[src/rtl/fetch_ctrl.sv]
// Instruction fetch controller: IDLE/RUN/HALT sequencer with a 64-bit pc feeding a 64-word ROM.
// Latency: one cycle from pc to a registered instr/instr_pc/instr_valid; a redirect costs one bubble.
// Backpressure: instr_valid with instr_ready low holds the output word and stalls pc (valid/ready).
// Option: define FETCH_HALT_ON_ZERO_EN to stop fetching (enter HALT) when a zero ROM word is read.
module fetch_ctrl #(
    parameter int          N        = 32,
    parameter logic [63:0] RESET_PC = 64'h0
) (
    input  logic         clk,
    input  logic         reset,
    input  logic         start,
    output logic [5:0]   imem_addr,
    input  logic [N-1:0] imem_q,
    input  logic         redirect_valid,
    input  logic [63:0]  redirect_pc,
    output logic [N-1:0] instr,
    output logic [63:0]  instr_pc,
    output logic         instr_valid,
    input  logic         instr_ready,
    output logic         halted,
    output logic [31:0]  fetch_count
);

    localparam logic [1:0] ST_IDLE = 2'd0;
    localparam logic [1:0] ST_RUN  = 2'd1;
    localparam logic [1:0] ST_HALT = 2'd2;

    logic [1:0]   state_q, state_d;
    logic [63:0]  pc_q, pc_d;
    logic [N-1:0] instr_q, instr_d;
    logic [63:0]  instr_pc_q, instr_pc_d;
    logic         instr_valid_q, instr_valid_d;
    logic [31:0]  fetch_count_q, fetch_count_d;

    logic accept;
    logic fire;
    logic redirect;
    logic out_of_range;
    logic zero_stop;

    // Low two redirect bits are dropped: fetches are always word aligned.
    logic unused_redirect_lsbs;
    assign unused_redirect_lsbs = ^redirect_pc[1:0];

    assign imem_addr    = pc_q[7:2];
    assign accept       = instr_valid_q && instr_ready;
    assign redirect     = redirect_valid && (state_q != ST_IDLE);
    assign fire         = (state_q == ST_RUN) && (!instr_valid_q || instr_ready) && !redirect_valid;
    assign out_of_range = (pc_q[63:8] != 56'd0);

`ifdef FETCH_HALT_ON_ZERO_EN
    assign zero_stop = (imem_q == '0);
`else
    assign zero_stop = 1'b0;
`endif

    assign instr       = instr_q;
    assign instr_pc    = instr_pc_q;
    assign instr_valid = instr_valid_q;
    assign halted      = (state_q == ST_HALT);
    assign fetch_count = fetch_count_q;

    // Next-state: redirect wins over fire/halt/stall; acceptances are counted even in a redirect cycle.
    always_comb begin
        state_d       = state_q;
        pc_d          = pc_q;
        instr_d       = instr_q;
        instr_pc_d    = instr_pc_q;
        instr_valid_d = instr_valid_q;
        fetch_count_d = fetch_count_q;

        if (accept && (fetch_count_q != 32'hFFFF_FFFF)) begin
            fetch_count_d = fetch_count_q + 32'd1;
        end

        if (redirect) begin
            pc_d          = {redirect_pc[63:2], 2'b00};
            instr_valid_d = 1'b0;
            state_d       = ST_RUN;
        end else begin
            case (state_q)
                ST_IDLE: begin
                    if (start) begin
                        state_d = ST_RUN;
                    end
                    if (accept) begin
                        instr_valid_d = 1'b0;
                    end
                end
                ST_RUN: begin
                    if (fire) begin
                        if (out_of_range || zero_stop) begin
                            instr_valid_d = 1'b0;
                            state_d       = ST_HALT;
                        end else begin
                            instr_d       = imem_q;
                            instr_pc_d    = pc_q;
                            instr_valid_d = 1'b1;
                            pc_d          = pc_q + 64'd4;
                        end
                    end
                end
                ST_HALT: begin
                    if (accept) begin
                        instr_valid_d = 1'b0;
                    end
                end
                default: begin
                    state_d = ST_IDLE;
                end
            endcase
        end
    end

    // State registers; reset asserts immediately and discards any pending word.
    always_ff @(posedge clk or negedge reset) begin
        if (!reset) begin
            state_q       <= ST_IDLE;
            pc_q          <= RESET_PC;
            instr_q       <= '0;
            instr_pc_q    <= 64'd0;
            instr_valid_q <= 1'b0;
            fetch_count_q <= 32'd0;
        end else begin
            state_q       <= state_d;
            pc_q          <= pc_d;
            instr_q       <= instr_d;
            instr_pc_q    <= instr_pc_d;
            instr_valid_q <= instr_valid_d;
            fetch_count_q <= fetch_count_d;
        end
    end

endmodule

[config.mk]
export PLATFORM = sky130hd
export DESIGN_NAME = fetch_ctrl
export DESIGN_NICKNAME = d
export VERILOG_FILES = /design/src/rtl/fetch_ctrl.sv
export SDC_FILE = /design/constraint.sdc
export NUM_CORES = 1
export LEC_CHECK = 0
export BUFFER_PORTS_ARGS = -buffer_cell sky130_fd_sc_hd__buf_4
export CORE_ASPECT_RATIO = 1.2
export CORE_MARGIN = 2
export CORE_UTILIZATION = 46
export DETAILED_ROUTE_END_ITERATION = 8
export PLACE_DENSITY = 0.82
export SETUP_SLACK_MARGIN = 0.05
export SLEW_MARGIN = 0
export SYNTH_ARGS = -nofsm -noshare
export SYNTH_HDL_FRONTEND = slang
export SYNTH_SLANG_ARGS = --single-unit
export TNS_END_PERCENT = 20
[constraint.sdc]
create_clock -name clk -period 2 [get_ports clk]
set_input_delay 0.3 -clock clk [delete_from_list [all_inputs] [get_ports clk]]
set_output_delay 0.3 -clock clk [all_outputs]
set_load 0.01 [all_outputs]
# [Word-level counts from Yosys, hierarchy flattened]
# Cells that the tools add are included.
[word_totals] latchBits=0 ram_bits=0 word_cells=52 regBits=195 inputBits=101 mem_bits_ro=0 n_memories=0 out_inout_bits=136
[op_classes] n_eq_ne=9 multipliers=0 n_shift=0 addsub=2 n_lt_le_gt_ge=0 div=0 n_reduce_logical=19 n_mux=14 n_bitwise=2
[op_table] operator="two-way mux 64 bit" count=4
[op_table] operator="adder 64 x 3 -> 64 bit (second input constant)" count=1
[op_table] operator="nonzero test 56 bit" count=1
[op_table] operator="adder 32 x 1 -> 32 bit (second input constant)" count=1
[op_table] operator="!= test 32 bit (second input constant)" count=1
[op_table] operator="!= test 3 bit (second input constant)" count=3
[op_table] operator="two-way mux 2 bit" count=4
[op_table] operator="AND reduction 4 bit" count=2
[op_table] operator="case mux 2 bit (3 select lines)" count=1
[op_table] operator="AND reduction 3 bit" count=2
[op_table] operator="nonzero test 2 bit" count=3
[op_table] operator="logical AND 1 bit" count=5
[op_table] operator="two-way mux 1 bit" count=4
[op_table] operator="!= test 3 x 1 -> 1 bit (second input constant)" count=1
[op_table] operator="nonzero test 3 bit" count=1
[op_table] operator="equality test 2 x 1 -> 1 bit (second input constant)" count=1
[op_table] operator="equality test 2 bit (second input constant)" count=1
[op_table] operator="logical NOT 1 bit" count=2
[op_table] operator="logical NOT 2 bit" count=1
[op_table] operator="!= test 2 x 1 -> 1 bit (second input constant)" count=1
[op_table] operator="!= test 2 bit (second input constant)" count=1
[op_table] operator="NOT 1 bit" count=2
[op_table] operator="case mux 1 bit (2 select lines)" count=1
[op_table] operator="OR reduction 2 bit" count=1
[op_table] operator="logical OR 1 bit" count=1

# [Depth between registers and ports, before layout]
[logic_depth] ltp_word=7 mapped_depth=7 depth_no_buf=6

# [Least setup slack after synthesis]
# No wires, ideal clock.
[synth_timing] path_type="register -> register" startpoint="register pc_q[39]" endpoint="register pc_q[7]" synth_period_minus_slack_ps=2133 arrival_time_ps=2051 required_time_ps=1918 setup_slack_ps=-133 n_path_buf=1 stages_incl_launch_ff=7 setup_ps=82 cell_sequence="dfrtp_1 nor4_2 nand4_1 or4_4 buf_6 or4_1 a31oi_1"
[synth_via] elab_chain_len=3
[synth_lines] item="from (decl)" line_no="29" rtl="logic [63:0] pc_q, pc_d;"
[synth_lines] item="from (signal assigned)" line_no="126" rtl="pc_q <= pc_d;"
[synth_lines] item="nonzero test 56 bit" line_no="49" rtl="assign out_of_range = (pc_q[63:8] != 56'd0);"
[synth_lines] item="!= test 2 bit (no line)"
[synth_lines] item="AND reduction 3 bit (no line)"
# Every way passes these cells.
# A chain may end at the register's enable or synchronous reset.

# [Worst setup path after layout]
[layout_timing] startpoint="register pc_q[44]" endpoint="register pc_q[2]"
# Same word-level chain as after synthesis.

==> metrics.md <==
| Metric | Value |
|---|---|
| Outcome | `finished with violations` |
| Failing checks | `setup timing` |
| HP Class | `input pin to flop` |
| Setup crit start kind | `flop` |
| Initial antenna violation count | `0` |
| Asr flop ratio synth | `100.0%` |
| Max Cap Viol | `0` |
| Wire per inst | `about 16 um` |
| Fin util | `about two thirds` |
| Chip Width | `approximately 120 um` |
| Sequential share of the synthesized area | `a little under two thirds` |
| Leakage | `about 5.3 nW` |
| Crit path DAT | `about 2.5 ns` |
| Share of post-route cells with drive strength above 1 | `approximately half` |
| Ports | `237` |
| CP Max Fanout | `7` |
| Most used flip-flop cell after synthesis | `dfrtp_1` |
| # diodes | `0` |
| Sw frac | `about 26%` |
| Combinational share of power | `about 17%` |
| Sequential share of power | `roughly half` |
| Yosys reg bits | `approximately 190` |
| Post-synth EDFFs | `0` |
| 1st-pass router iterations | `5` |
| Cell Int Power | `between 7 and 8 mW` |
| Avg Cell Area, Syn | `between 10 and 15 sq um` |
| CTS H-tree depth | `4` |
| DR DRC count | `0` |
| Syn Inst Count | `approximately 560` |
| Period utilization | `106.8%` |
| Skew-Pair Late Insertion Delay | `around 0.42 ns` |
| Die Area | `0.01737 sq mm` |
| Critical Path, Cell by Cell | `nor4_2, nand4_1, or4_4, buf_4, or3_4, a31oi_4` |
| Drt via density | `approximately 5.1` |
| Peak supply drop | `0.0006498 V` |
| Crit path buffers/inverters | `1` |
| Die height | `144.0 um` |
| HPWL Detailed | `~12000 um` |
| Layout net count | `roughly 930` |
| Setup-failing EPs final | `44` |
| Slowest cell delay on critical path | `roughly 0.5 ns` |
| Area of the mapped netlist | `~0.0075 sq mm` |
| Final setup TNS | `-2.650 ns` |
| Clock transition at the registers of the reported paths | `roughly 0.06 ns` |
| Critical Path Slowest Stage Cell | `or4_4` |
| Effective utilization at floorplan | `between 40% and 50%` |
| CTS buffer count | `17` |
| Largest net degree at the start of global routing | `a little under 70` |
| PwrDens | `~950 mW/mm^2` |
| CP Class | `flop to flop` |
| GRT Overall Usage | `19.12%` |
| CTS Buffer Depth | `2` |
| Port bufs | `232` |
| CTS tree | `done` |
| Crit end category | `flop` |
| Achievable frequency | `between 400 and 500 MHz` |
| 1st-iter DRT viols | `about 280` |
| Via count | `5323` |
| Final WL | `17020 um` |
| RSZ-0062 raised after global routing | `yes` |
| Clock network fraction of design power | `approximately 33%` |
| Yosys synthesis warning count | `0` |
| Root buffer cell | `clkbuf_16` |
| Crit path max-delay family | `simple AND/OR/NAND/NOR gates` |
| Layout area overhead | `41.81%` |
| Final worst-path setup slack | `-0.1355 ns` |
| Crit path required time | `2.34 ns` |
| Row count | `51` |
| Hold Vio Cnt, Final | `0` |
| Clk_skew | `around 0.0080 ns` |
| First-pass GRT wire length | `about 26000 um` |
| Gpl congestion | `roughly 0.79` |
| Vias in the first global route | `5196` |
| Antenna Nets Post-Route | `0` |
| Slew Viols, Final | `0` |
| Grt ovf | `0` |
| Final min period | `2.136 ns` |
| Synth unique cells | `38` |
| Clk sinks | `approximately 190` |
| Core area | `approximately 0.016 sq mm` |
| Psw | `around 2.6 mW` |
## stage by stage
step	hold WS [ns]	setup WS (ns)	power [mW]	cells	instance area, sq um
5_1_grt	0.07981	-0.2454	10.59	1052	10650
3_3_place_gp	0.2634	-0.1543	6.607	1014	9783
2_1_floorplan	0.004409	-0.00006994	6.052	556	7520
3_5_place_dp	0.2673	-0.1822	6.687	1014	9783
4_1_cts	0.07304	-0.1349	10.11	1047	10460
6_report	0.09326	-0.1355	10.09	1052	10650
## routing by layer
layer	share of wire [%]	track usage (%)	up-vias
met4	1.8	6.977	0
met5	0	0	-
met2	51	31.76	160
met3	5.9	5.402	22
li1	-	-	2483
met1	41	24.01	2658
## power by group through the flow
stage | registers (mW) | clock network (mW) | logic (mW)
final | 5.05 | 3.33 | 1.71
after global routing | 5.13 | 3.58 | 1.88
after CTS | 5.02 | 3.41 | 1.68
after detailed placement | 5.05 | 0 | 1.64
after global placement | 5.01 | 0 | 1.59
after floorplan | 4.90 | 0 | 1.15
## Yosys cell counts, types with 3 or more instances
| library cell | number | share of area, % |
|---|---|---|
| and2_1 | 60 | 5.0 |
| buf_1 | 4 | 0.20 |
| nor4_2 | 4 | 0.67 |
| nand4_1 | 17 | 1.4 |
| nand3b_1 | 3 | 0.30 |
| and4_1 | 4 | 0.47 |
| clkbuf_1 | 16 | 0.80 |
| dfrtp_1 | 191 | 64 |
| nand3_1 | 9 | 0.60 |
| and3_1 | 3 | 0.25 |
| mux2_2 | 95 | 14 |
| inv_1 | 11 | 0.55 |
| xor2_1 | 12 | 1.4 |
| o31ai_1 | 6 | 0.60 |
| xnor2_1 | 18 | 2.1 |
| or4_1 | 5 | 0.50 |
| nor3_1 | 12 | 0.80 |
| nand2_1 | 17 | 0.85 |
| nor2_1 | 17 | 0.85 |
| nor4_1 | 13 | 1.1 |
| buf_4 | 8 | 0.80 |
| a31oi_1 | 10 | 0.83 |
## cells in the final DEF (no fill, tap or decap), drive strengths merged, types with 2 or more instances in the layout
master	count
or4	6
ha	2
nand3b	3
and4	4
o21ai	3
nor4	17
xnor2	18
inv	12
dfrtp	191
or3	3
nand3	9
and3	3
bufinv	3
a31oi	10
and2	60
clkinvlp	2
mux2	95
o31ai	6
nand4	17
nor2	17
or2	2
clkbuf	23
nand2	17
conb	2
clkinv	4
buf	279
xor2	12
nor3	12
## cells by family (layout without fill, tap and decap cells)
family,Yosys count,count (layout),share of synthesized area (%)
AOI/OAI and AO/OA,24,24,2.165
xor gates and xnor gates,30,30,3.498
adders and majority gates,2,2,0.3331
buffers and inverters,40,324,2.498
DFF,191,191,63.62
muxes,95,95,14.24
other,1,2,0.04992
and+or+nand+nor,172,172,13.59
## sequential cells by signal, indices dropped and copies added (netlist names)
register,flops
fetch_count,32
pc_q,62
instr_pc,62
instr,32
instr_valid,1
state_q,2
## layout make-up
class	count	area [sq um]
flip-flops and latches	191	4780
multi-input cells	325	2698
well taps	212	265.3
inverters	11	41.29
clock inverters	10	141.4
repair buffers	284	2295
clock buffers	19	432.9
fillers	1243	5428
## repair_timing
action,in CTS,in global routing
resized for setup,8,21
endpoints found under the setup margin,102,109
gates cloned,1,4
buffers inserted,2,1
hold endpoints to repair,41,0
hold buffers,1,0
pin swaps,4,8
## worst reg2reg max path: stages (launching register included)
cell and delay, ns:
dfrtp_1 0.39, nor4_2 0.29, nand4_1 0.21, or4_4 0.50, buf_4 0.18, or3_4 0.34, a31oi_4 0.15
## final timing paths
check,end,slack (ns),depth (start not counted),startpoint
min reg2reg,instr_pc[48]$_DFFE_PN0P_,0.48,1,instr_pc[48]$_DFFE_PN0P_
max,pc_q[2]$_DFFE_PN0P_,-0.14,6,pc_q[44]$_DFFE_PN0P_
min,state_q[1]$_DFFE_PN0P_,0.09,2,redirect_valid
max reg2reg,pc_q[2]$_DFFE_PN0P_,-0.14,6,pc_q[44]$_DFFE_PN0P_
min in group asynchronous,pc_q[19]$_DFFE_PN0P_,0.38,2,reset
max in group asynchronous,instr_pc[13]$_DFFE_PN0P_,1.02,3,reset
No activity file was read; power rests on OpenSTA's default activity.
